## src/rtl/dac_pkg.sv

```systemverilog
// Shared types and helpers for the two-channel DAC transmitter.
package dac_pkg;

  typedef enum logic [1:0] {
    StIdle,
    StPrime,
    StRun
  } state_e;

  // Code for the DAC's zero point: only the MSB of a w-bit word set.
  function automatic logic [31:0] midscale(input int unsigned w);
    return 32'd1 << (w - 1);
  endfunction

  // Two's complement to offset binary is an MSB flip; offset binary passes through.
  function automatic logic [31:0] to_offset_bin(input logic [31:0] x, input int unsigned w,
                                                input bit twos);
    return twos ? (x ^ midscale(w)) : x;
  endfunction

endpackage

```

## src/rtl/two_ch_dac_tx_if.sv

```systemverilog
// Sample-pair input stream: valid/ready handshake carrying one A and one B sample.
interface two_ch_dac_tx_if #(
  parameter int unsigned DATA_W = 14
);
  logic              in_valid;
  logic              in_ready;
  logic [DATA_W-1:0] ina_d;
  logic [DATA_W-1:0] inb_d;

  modport master (output in_valid, ina_d, inb_d, input in_ready);
  modport slave  (input in_valid, ina_d, inb_d, output in_ready);
endinterface

```

## src/rtl/pair_fifo.sv

```systemverilog
// Synchronous FIFO holding sample pairs; extra pointer MSB separates full from empty.
module pair_fifo #(
  parameter int unsigned Width = 28,
  parameter int unsigned Depth = 4
) (
  input  logic                   clk,
  input  logic                   rst_n,
  input  logic                   flush,
  input  logic                   push,
  input  logic                   pop,
  input  logic [Width-1:0]       wdata,
  output logic [Width-1:0]       rdata,
  output logic                   full,
  output logic                   empty,
  output logic [$clog2(Depth):0] level
);
  localparam int unsigned AW = $clog2(Depth);

  logic [Width-1:0] mem_q [Depth];
  logic [AW:0]      wr_ptr_q;
  logic [AW:0]      rd_ptr_q;
  logic             do_push;
  logic             do_pop;

  assign level   = wr_ptr_q - rd_ptr_q;
  assign empty   = (wr_ptr_q == rd_ptr_q);
  assign full    = (wr_ptr_q[AW] != rd_ptr_q[AW]) && (wr_ptr_q[AW-1:0] == rd_ptr_q[AW-1:0]);
  assign rdata   = mem_q[rd_ptr_q[AW-1:0]];
  assign do_push = push && !full && !flush;
  assign do_pop  = pop && !empty && !flush;

  // Pointer update; flush empties the FIFO in one cycle.
  always_ff @(posedge clk or negedge rst_n) begin
    if (!rst_n) begin
      wr_ptr_q <= '0;
      rd_ptr_q <= '0;
    end else if (flush) begin
      wr_ptr_q <= '0;
      rd_ptr_q <= '0;
    end else begin
      if (do_push) wr_ptr_q <= wr_ptr_q + (AW + 1)'(1);
      if (do_pop)  rd_ptr_q <= rd_ptr_q + (AW + 1)'(1);
    end
  end

  // Storage write; contents need no reset since pointers gate visibility.
  always_ff @(posedge clk) begin
    if (do_push) mem_q[wr_ptr_q[AW-1:0]] <= wdata;
  end

endmodule

```

## src/rtl/two_ch_dac_tx.sv

```systemverilog
// Two-channel DAC transmitter: buffers sample pairs and paces them out at sys_clk/DIV.
module two_ch_dac_tx
  import dac_pkg::*;
#(
  parameter int unsigned DATA_W     = 14,
  parameter int unsigned FIFO_DEPTH = 4,
  parameter int unsigned DIV        = 4,
  parameter int unsigned TWOS_COMP  = 0
) (
  input  logic                        sys_clk,
  input  logic                        reset_n,
  input  logic                        enable,
  two_ch_dac_tx_if.slave              in_bus,
  output logic [DATA_W-1:0]           da_d,
  output logic [DATA_W-1:0]           db_d,
  output logic                        dac_clk,
  output logic [$clog2(FIFO_DEPTH):0] level,
  output logic                        underrun,
  input  logic                        clr_underrun
);
  localparam int unsigned CW = $clog2(DIV);
  localparam int unsigned LW = $clog2(FIFO_DEPTH) + 1;
  localparam logic [DATA_W-1:0] Mid = DATA_W'(midscale(DATA_W));

  state_e            state_q, state_d;
  logic [CW-1:0]     cnt_q, cnt_d;
  logic [DATA_W-1:0] dac_a_q, dac_a_d, dac_b_q, dac_b_d;
  logic              dac_clk_q, dac_clk_d;
  logic              underrun_q, underrun_d;
  logic              ready_q;
  logic              full, empty, push, pop, tick;
  logic [2*DATA_W-1:0] wdata, rdata;

  // ready_q keeps in_ready low while in reset and releases it on the first edge after.
  assign in_bus.in_ready = ready_q && !full;
  assign push = in_bus.in_valid && in_bus.in_ready && enable;
  assign tick = (state_q == StRun) && (cnt_q == '0);
  assign pop  = tick && enable && !empty;

  assign wdata = {DATA_W'(to_offset_bin(32'(in_bus.inb_d), DATA_W, TWOS_COMP != 0)),
                  DATA_W'(to_offset_bin(32'(in_bus.ina_d), DATA_W, TWOS_COMP != 0))};

  pair_fifo #(
    .Width (2 * DATA_W),
    .Depth (FIFO_DEPTH)
  ) u_fifo (
    .clk   (sys_clk),
    .rst_n (reset_n),
    .flush (!enable),
    .push  (push),
    .pop   (pop),
    .wdata (wdata),
    .rdata (rdata),
    .full  (full),
    .empty (empty),
    .level (level)
  );

  // Next-state: pacing FSM, divider, output samples, DAC strobe, sticky underrun.
  always_comb begin
    state_d    = state_q;
    cnt_d      = cnt_q;
    dac_a_d    = dac_a_q;
    dac_b_d    = dac_b_q;
    dac_clk_d  = dac_clk_q;
    underrun_d = underrun_q && !clr_underrun;
    if (!enable) begin
      state_d   = StIdle;
      cnt_d     = '0;
      dac_a_d   = Mid;
      dac_b_d   = Mid;
      dac_clk_d = 1'b0;
    end else begin
      unique case (state_q)
        StIdle: begin
          state_d   = StPrime;
          cnt_d     = '0;
          dac_a_d   = Mid;
          dac_b_d   = Mid;
          dac_clk_d = 1'b0;
        end
        StPrime: begin
          if (level >= LW'(FIFO_DEPTH / 2)) begin
            state_d = StRun;
            cnt_d   = '0;
          end
        end
        StRun: begin
          cnt_d     = (cnt_q == CW'(DIV - 1)) ? '0 : cnt_q + CW'(1);
          // Strobe rises half a sample period after the data changes.
          dac_clk_d = (cnt_q >= CW'(DIV / 2));
          if (tick) begin
            if (!empty) {dac_b_d, dac_a_d} = rdata;
            else        underrun_d = 1'b1;
          end
        end
        default: state_d = StIdle;
      endcase
    end
  end

  // State registers.
  always_ff @(posedge sys_clk or negedge reset_n) begin
    if (!reset_n) begin
      state_q    <= StIdle;
      cnt_q      <= '0;
      dac_a_q    <= Mid;
      dac_b_q    <= Mid;
      dac_clk_q  <= 1'b0;
      underrun_q <= 1'b0;
      ready_q    <= 1'b0;
    end else begin
      state_q    <= state_d;
      cnt_q      <= cnt_d;
      dac_a_q    <= dac_a_d;
      dac_b_q    <= dac_b_d;
      dac_clk_q  <= dac_clk_d;
      underrun_q <= underrun_d;
      ready_q    <= 1'b1;
    end
  end

  assign da_d     = dac_a_q;
  assign db_d     = dac_b_q;
  assign dac_clk  = dac_clk_q;
  assign underrun = underrun_q;

endmodule

```

## src/flat_wrapper.sv

```systemverilog
// flat-port wrapper written by rule: the top's interface ports become plain ports
module two_ch_dac_tx_flat import dac_pkg::*;
#(
  parameter int unsigned DATA_W     = 14,
  parameter int unsigned FIFO_DEPTH = 4,
  parameter int unsigned DIV        = 4,
  parameter int unsigned TWOS_COMP  = 0
)
  (sys_clk, reset_n, enable, da_d, db_d, dac_clk, level, underrun, clr_underrun, in_bus_in_valid, in_bus_ina_d, in_bus_inb_d, in_bus_in_ready);
  two_ch_dac_tx_if #(.DATA_W(DATA_W)) in_bus_i ();
  input  logic sys_clk;
  input  logic reset_n;
  input  logic enable;
  output logic [DATA_W-1:0] da_d;
  output logic [DATA_W-1:0] db_d;
  output logic dac_clk;
  output logic [$clog2(FIFO_DEPTH):0] level;
  output logic underrun;
  input  logic clr_underrun;
  input wire logic [$bits(in_bus_i.in_valid)-1:0] in_bus_in_valid;
  input wire logic [$bits(in_bus_i.ina_d)-1:0] in_bus_ina_d;
  input wire logic [$bits(in_bus_i.inb_d)-1:0] in_bus_inb_d;
  output wire logic [$bits(in_bus_i.in_ready)-1:0] in_bus_in_ready;
  assign in_bus_i.in_valid = in_bus_in_valid;
  assign in_bus_i.ina_d = in_bus_ina_d;
  assign in_bus_i.inb_d = in_bus_inb_d;
  assign in_bus_in_ready = in_bus_i.in_ready;
  two_ch_dac_tx #(.DATA_W(DATA_W), .FIFO_DEPTH(FIFO_DEPTH), .DIV(DIV), .TWOS_COMP(TWOS_COMP)) u_core (.sys_clk(sys_clk), .reset_n(reset_n), .enable(enable), .in_bus(in_bus_i), .da_d(da_d), .db_d(db_d), .dac_clk(dac_clk), .level(level), .underrun(underrun), .clr_underrun(clr_underrun));
endmodule
```

## config.mk

```make
export PLATFORM = sky130hd
export DESIGN_NAME = two_ch_dac_tx_flat
export DESIGN_NICKNAME = d
export VERILOG_FILES = /design/src/rtl/dac_pkg.sv /design/src/rtl/two_ch_dac_tx_if.sv /design/src/rtl/pair_fifo.sv /design/src/rtl/two_ch_dac_tx.sv /design/src/flat_wrapper.sv
export SDC_FILE = /design/constraint.sdc
export NUM_CORES = 1
export LEC_CHECK = 0
export BUFFER_PORTS_ARGS = -buffer_cell sky130_fd_sc_hd__buf_2
export CAP_MARGIN = 20
export CORE_AREA = 2 2 123 125
export DETAILED_ROUTE_END_ITERATION = 12
export DIE_AREA = 0 0 125 127
export PLACE_DENSITY = 0.7
export REMOVE_ABC_BUFFERS = 1
export SYNTH_ARGS = -nofsm -noshare
export SYNTH_HDL_FRONTEND = slang
export SYNTH_SLANG_ARGS = --single-unit
```

## constraint.sdc

```tcl
create_clock -name sys_clk -period 2.95 [get_ports sys_clk]
set_input_delay 0.295 -clock sys_clk [delete_from_list [all_inputs] [get_ports sys_clk]]
set_output_delay 0.295 -clock sys_clk [all_outputs]
set_load 0.01 [all_outputs]
```

==> impl_results.md, run 1 <==
- Via count: about 3600
- Slew HR: between 30% and 40%
- Mean Syn Cell Area: ~16 µm²
- Max frequency: between 0.4 and 0.5 GHz
- Area Overhead vs Synth: 16.58%
- CP Launch Type: flip-flop
- Setup Skew: between 8 and 9 ps
- Seq/Total Area, Yosys: between 60 and 70%
- Die Y: around 130 µm
- Hold Fails Final Rpt: 0
- Worst-Skew Late Latency: roughly 420 ps
- Ys async rst share: about 27%
- CTS sink count: between 150 and 200
- Final WL: 12.27 mm
- Crit path largest cell delay: 440 ps
- First-pass GRT wire length: between 15 and 20 mm
- Comb power frac: roughly 9.7%
- Post-synthesis register bit count: ~150
- Initial antenna violation count: 0
- Total leakage power: between 2 and 3 nW
- Clock group share of total power: 42.5%
- H-tree depth: 4
- Synth warnings: 0
- Antenna-violating nets left: 0
- Worst hold endpoint: u_core.underrun
- Final setup margin: between 500 and 600 ps
- R2r worst-path depth: 6
- Largest net degree at the start of global routing: 42
- R2R Setup Slk: about 510 ps
- Dpl ws: ~550 ps
- Final setup violation count: 0
- Cell variety after synth: 37
- Crit share post-route: 82.82%
- Filler cell count: roughly 1200
- Worst setup EP type: flip-flop
- Power density over the cells: approximately 670 mW/mm²
- Worst EP arrival: around 2500 ps
- Nets: 521
- Hold crit path type: input pin to flip-flop
- Number of synthesized flops with an enable pin: 112
- Status: completed
- Sw Share: 23.59%
- Worst-path maximum fanout: 28
- Peak VDD IR: about 0.54 mV
- Drc violations: 0
- CTS tree: done
- Crit-path cells: inv_1 -> ha_1 -> and2_1 -> a211oi_2 -> and3_1 -> buf_4
- Share of layout cells above drive strength 1: between 20% and 30%
- Min cycle time layout: approximately 2400 ps
- Worst-Margin Slew: roughly 900 ps
- Vias in the first global route: about 3600
- Synth Cell Area: 0.006385 mm²
- Initial Util: 44.27%
- WL/cell: about 18 µm
- Critical Path RT: approximately 3000 ps
- RR Startpoint: u_core.u_fifo.wr_ptr_q[0]
- RSZ-0062 raised after global routing: no
- Setup Crit Path Kind: flip-flop to flip-flop
- Detailed Route Iter0 Violations: roughly 250
- DP HPWL: roughly 7.6 mm
- Placer Congestion: between 0.7 and 0.8
- Min-delay src: clr_underrun
- Die ar.: 0.01588 mm²
- Clk root buf: clkbuf_16
- Clock tree buffer depth: 2
- Syn Inst Count: 398
- # rows: 44
- I/O pin count: 67
- Sw power: ~1.2 mW
- Hold depth: 2
- CTS buffer count: 17
- Worst hold slack: ~67 ps
- PortBufs: 66
- Die X: 125 µm
- Core area: between 0.01 and 0.015 mm²
- GRT overflow: 0
- Drt first pass iters: 5
- GR Util All Layers: 16.31%
- Total of max-cap violations: 0
- Ant. Diodes: 0
- R2R Path End: u_core.u_fifo.mem_q[2][13]
- Slowest CP cell: a211oi_2
- Vias per Instance: 5.401
- Seq pwr share: 47.8%
- Internal Power: 3.831 mW
- Top_reg_cell synth: edfxtp_1
- Worst-path clk slew: approximately 60 ps
- Slew Viols, Final: 0
-- worst max-delay path by stage --
stage,start,to,slack [ps],cells after the start
after global routing,u_core.u_fifo.wr_ptr_q[0],u_core.u_fifo.mem_q[2][4],360,6
final,u_core.u_fifo.wr_ptr_q[0],u_core.u_fifo.mem_q[2][13],510,6
after floorplan,u_core.u_fifo.rd_ptr_q[0],u_core.u_fifo.mem_q[0][0],-530,4
after CTS,u_core.u_fifo.wr_ptr_q[0],u_core.u_fifo.mem_q[2][22],520,6
after detailed placement,u_core.u_fifo.wr_ptr_q[0],u_core.u_fifo.mem_q[2][22],550,6
after global placement,u_core.u_fifo.wr_ptr_q[0],u_core.u_fifo.mem_q[2][22],650,6
-- routing by layer --
layer / vias up / global-route usage [%] / wire, µm
met5: - / 0 / 0
met4: 0 / 5.098 / 124
met3: 16 / 5.025 / 707
met2: 115 / 26.05 / 6038
met1: 1835 / 21.71 / 5402
li1: 1653 / - / -
-- state kept, by name, summed over array words and instances, names as in the netlist --
signal                  flops
u_core.u_fifo.mem_q       112
u_core.state_q              2
u_core.underrun             1
u_core.dac_clk              1
u_core.db_d                14
u_core.da_d                14
u_core.u_fifo.rd_ptr_q      3
u_core.u_fifo.wr_ptr_q      3
u_core.cnt_q                2
u_core.ready_q              1
-- power groups by stage --
stage | clock network [mW] | logic (mW) | registers, mW
2_1_floorplan | 0 | 0.267 | 2.45
3_3_place_gp | 0 | 0.476 | 2.44
3_5_place_dp | 0 | 0.489 | 2.44
4_1_cts | 2.16 | 0.491 | 2.40
5_1_grt | 2.25 | 0.538 | 2.40
6_report | 2.13 | 0.488 | 2.40
-- stage by stage --
stage               setup TNS (ps)  std cells  instance area (µm²)  power [mW]  util [%]
finish                           0        670                 7443       5.014     51.60
CTS                              0        668                 7413       5.050     51.40
floorplan                   -59890        375                 6161       2.719         -
global placement                 0        636                 6832       2.913     47.36
detailed placement               0        636                 6832       2.929     47.36
global route                     0        670                 7443       5.191     51.60
-- worst max-delay path: cells and delay by family (launching register included) --
kind,cells,cell delay (ps)
buf+inv,2,540
compound gates,1,440
flops,1,400
simple gates,2,400
fa+ha+maj,1,290
-- cell type report --
class,count,area (µm²),share of cell area (%)
Sequential cell,153,4393,59.02
Multi-Input combinational cell,210,1725,23.18
Timing Repair Buffer,79,467.9,6.287
Clock buffer,22,464.2,6.236
Tap cell,184,230.2,3.093
Clock inverter,10,117.6,1.580
Inverter,12,45.04,0.6051
-- cells by family after synthesis --
group / share of synthesized area (%)
flip-flops: 68.78
AND/OR/NAND/NOR: 10.41
buffers and inverters: 4.213
multiplexers: 10.52
adder cells (fa/ha/maj): 3.057
AO/OA/AOI/OAI: 1.764
XOR/XNOR: 1.195
other: 0.05873
-- timing repair --
| item | CTS | global route |
|---|---|---|
| hold endpoints to repair | 0 | 17 |
| hold buffers | 0 | 1 |
| buffers inserted | 0 | 0 |
| endpoints found under the setup margin | 0 | 0 |
| gates resized for setup | 0 | 0 |
-- cells in the final DEF, fill, tap and decap left out, types with 9 or more instances in the layout --
master | Yosys | layout
buf_2 | 5 | 66
buf_4 | 2 | 9
dfrtp_1 | 39 | 38
nand3_1 | 81 | 81
mux4_2 | 28 | 28
nand2_1 | 38 | 38
inv_1 | 12 | 12
clkbuf_16 | 0 | 17
edfxtp_1 | 112 | 112
ha_1 | 14 | 14
-- cells in the mapped netlist, drive strengths merged (3+ instances only) --
cell | n | area (µm²)
mux2i | 3 | 30.03
buf | 16 | 158.9
mux4 | 28 | 630.6
ha | 14 | 175.2
inv | 12 | 45.04
nor2 | 7 | 26.28
dlygate4sd1 | 3 | 26.28
xnor2 | 4 | 35.03
nand2 | 38 | 142.6
clkbuf | 4 | 38.79
edfxtp | 112 | 3363
and3 | 4 | 25.02
and2 | 7 | 43.79
nand3 | 81 | 405.4
nor3 | 3 | 15.01
dfrtp | 39 | 975.9
o21ai | 6 | 37.54
Power figures use the tool's default switching activity.
==> inputs of run 2 (changes only) <==
- clock period: 2.95 -> 2.5 ns (I/O delays scaled with it)
==> impl_results.md, run 2 (synthesis results as in run 1) <==
- Hold crit path type: input pin to flip-flop
- Post-layout util: 52.01% (+0.41 points)
- WP buf/inv: 1 (-1)
- Worst-Skew Late Latency: 420 ps (about the same)
- Vias in the first global route: 3829 (+5.4%)
- PortBufs: 66 (unchanged)
- CTS tree: done
- Die Y: 127 µm (unchanged)
- Status: completed
- Min cycle time layout: 2291 ps (-152.1 ps)
- CTS sink count: 153 (unchanged)
- I/O pin count: 67 (unchanged)
- Worst-path clk slew: 60 ps (about the same)
- Crit path largest cell delay: 880 ps (+440 ps)
- Dpl ws: 223.0 ps (-322.7 ps)
- CTS resizes: 0 (unchanged)
- Total leakage power: 2.917 nW (+0.71%)
- Crit path max-delay family: compound AO/OA/AOI/OAI gates
- Ant. Diodes: 0 (unchanged)
- Area Overhead vs Synth: 17.50%
- R2R Setup Slk: 210 ps (-300 ps)
- Slew HR: 29.70% (-9.6 points)
- Vias per Instance: 5.419 (+0.32%)
- Detailed Route Iter0 Violations: 287 (+13%)
- Die X: 125 µm (unchanged)
- Hold depth: 2 (unchanged)
- Clock tree buffer depth: 2 (unchanged)
- GR Util All Layers: 17.30% (+0.99 points)
- R2R Path End: u_core.da_d[4]
- Core area: 0.01442 mm² (unchanged)
- DP HPWL: 7.765 mm (+1.9%)
- Share of layout cells above drive strength 1: 29.98% (+0.14 points)
- Slew Viols, Final: 0 (unchanged)
- Initial antenna violation count: 0 (unchanged)
- # rows: 44 (unchanged)
- RR Startpoint: u_core.u_fifo.wr_ptr_q[0]
- Power density over the cells: 804.2 mW/mm² (+19%)
- GRT overflow: 0 (unchanged)
- Crit. path cell count: 6 (unchanged)
- Max reg flops: 112 (unchanged)
- Peak VDD IR: 0.6762 mV (+25%)
- Most frequent cells in the layout: edfxtp_1 (112), nand3_1 (81), buf_2 (66), nand2_1 (38), dfrtp_1 (38)
- Die ar.: 0.01588 mm² (unchanged)
- Setup Skew: 9.863 ps (+1.292 ps)
- Cell mode on critical path: nand3_1
- Crit share post-route: 91.64% (+8.8 points)
- Critical Path RT: 2850 ps (-170 ps)
- CP Launch Type: flip-flop
- Initial Util: 44.27% (unchanged)
- Placer Congestion: 0.7305 (-4.2%)
- First-pass GRT wire length: 20.75 mm (+6.3%)
- Drt first pass iters: 4 (-1)
- Worst setup EP type: flip-flop
- Clk root buf: clkbuf_16
- Worst hold slack: 43.54 ps (-23.40 ps)
- Worst-path maximum fanout: 26 (-7.1%)
- Via count: 3636 (+0.47%)
- WL/cell: 19.28 µm (+5.2%)
- Crit path to: u_core.da_d[4]
- Worst EP arrival: 2640 ps (+130 ps)
- Most common cell after layout, fill and taps aside: edfxtp_1
- Crit-path cells: inv_1 -> ha_1 -> nand2_1 -> o211a_1 -> nand3_1 -> nand3_1
- Worst-Margin Slew: 1054 ps (+144.1 ps)
- Filler cell count: 1207 (+0.25%)
- Drc violations: 0 (unchanged)
- Hold Fails Final Rpt: 0 (unchanged)
- CP Launch Point: u_core.u_fifo.wr_ptr_q[0]
- Setup Crit Path Kind: flip-flop to flip-flop
- Total of max-cap violations: 0 (unchanged)
- Slowest CP cell: o211a_1
- RSZ-0062 raised after global routing: no
- Max frequency: 0.4365 GHz (+6.6%)
- Largest net degree at the start of global routing: 42 (unchanged)
- Final setup margin: 208.9 ps (-297.9 ps)
- Fin Setup TNS: 0 ps (unchanged)
- CTS buffer count: 17 (unchanged)
- H-tree depth: 4 (unchanged)
- R2r worst-path depth: 6 (unchanged)
- Power after layout: 6.033 mW (+20%)
- Final WL: 12.94 mm (+5.4%)
- Postcts setup bufs: 0 (unchanged)
- Nets: 522 (+0.19%)
- Antenna-violating nets left: 0 (unchanged)
- Final setup violation count: 0 (unchanged)
==> run 2: changes by cell type in the layout (fill, tap and decap cells not counted), sizes merged <==
cell / previous run / this run
clkinv: 4 / 6
bufinv: 2 / 3
inv: 15 / 13
clkinvlp: 1 / 0
buf: 78 / 79
==> run 2: cell type report <==
type / count / area (µm²) / area share, %
Tap cell: 184 / 230.2 / 3.069
Sequential cell: 153 / 4393 / 58.56
Clock inverter: 10 / 143.9 / 1.918
Inverter: 12 / 45.04 / 0.6004
Clock buffer: 22 / 464.2 / 6.187
Timing Repair Buffer: 80 / 500.5 / 6.671
Multi-Input combinational cell: 210 / 1725 / 23.00
==> run 2: worst min-delay path by stage <==
stage	end	slack [ps]	startpoint
final	u_core.underrun	40	clr_underrun
after global routing	u_core.u_fifo.mem_q[2][12]	30	in_bus_ina_d[12]
after CTS	u_core.u_fifo.mem_q[1][2]	30	in_bus_ina_d[2]
after detailed placement	u_core.u_fifo.mem_q[0][10]	470	in_bus_ina_d[10]
after global placement	u_core.u_fifo.mem_q[0][22]	460	in_bus_inb_d[8]
after floorplan	u_core.cnt_q[0]	-50	reset_n
==> run 2: report_power, final <==
group          internal (mW)  switching [mW]  total [mW]
registers               2.79          0.0414        2.83
clock network           1.63           0.997        2.63
logic                  0.201           0.377       0.578
total                   4.62            1.41        6.03
==> run 2: stage by stage <==
step                      instances  cell area (µm²)
after floorplan                 375             6161
after global placement          637             6864
after detailed placement        637             6864
after CTS                       669             7472
after global routing            671             7502
final                           671             7502
==> run 2: what timing repair did <==
| action | CTS | global route |
|---|---|---|
| endpoints found under the hold margin | 0 | 15 |
| setup endpoints to repair | 0 | 0 |
| hold buffers | 0 | 1 |
==> run 2: per-layer routing <==
| layer | up-vias | GRT usage (%) | part of all wire (%) |
|---|---|---|---|
| met4 | 0 | 5.163 | 1.2 |
| met1 | 1829 | 22.10 | 41 |
| met3 | 15 | 4.774 | 7.4 |
| met5 | - | 0 | 0 |
| li1 | 1649 | - | - |
| met2 | 143 | 29.22 | 50 |
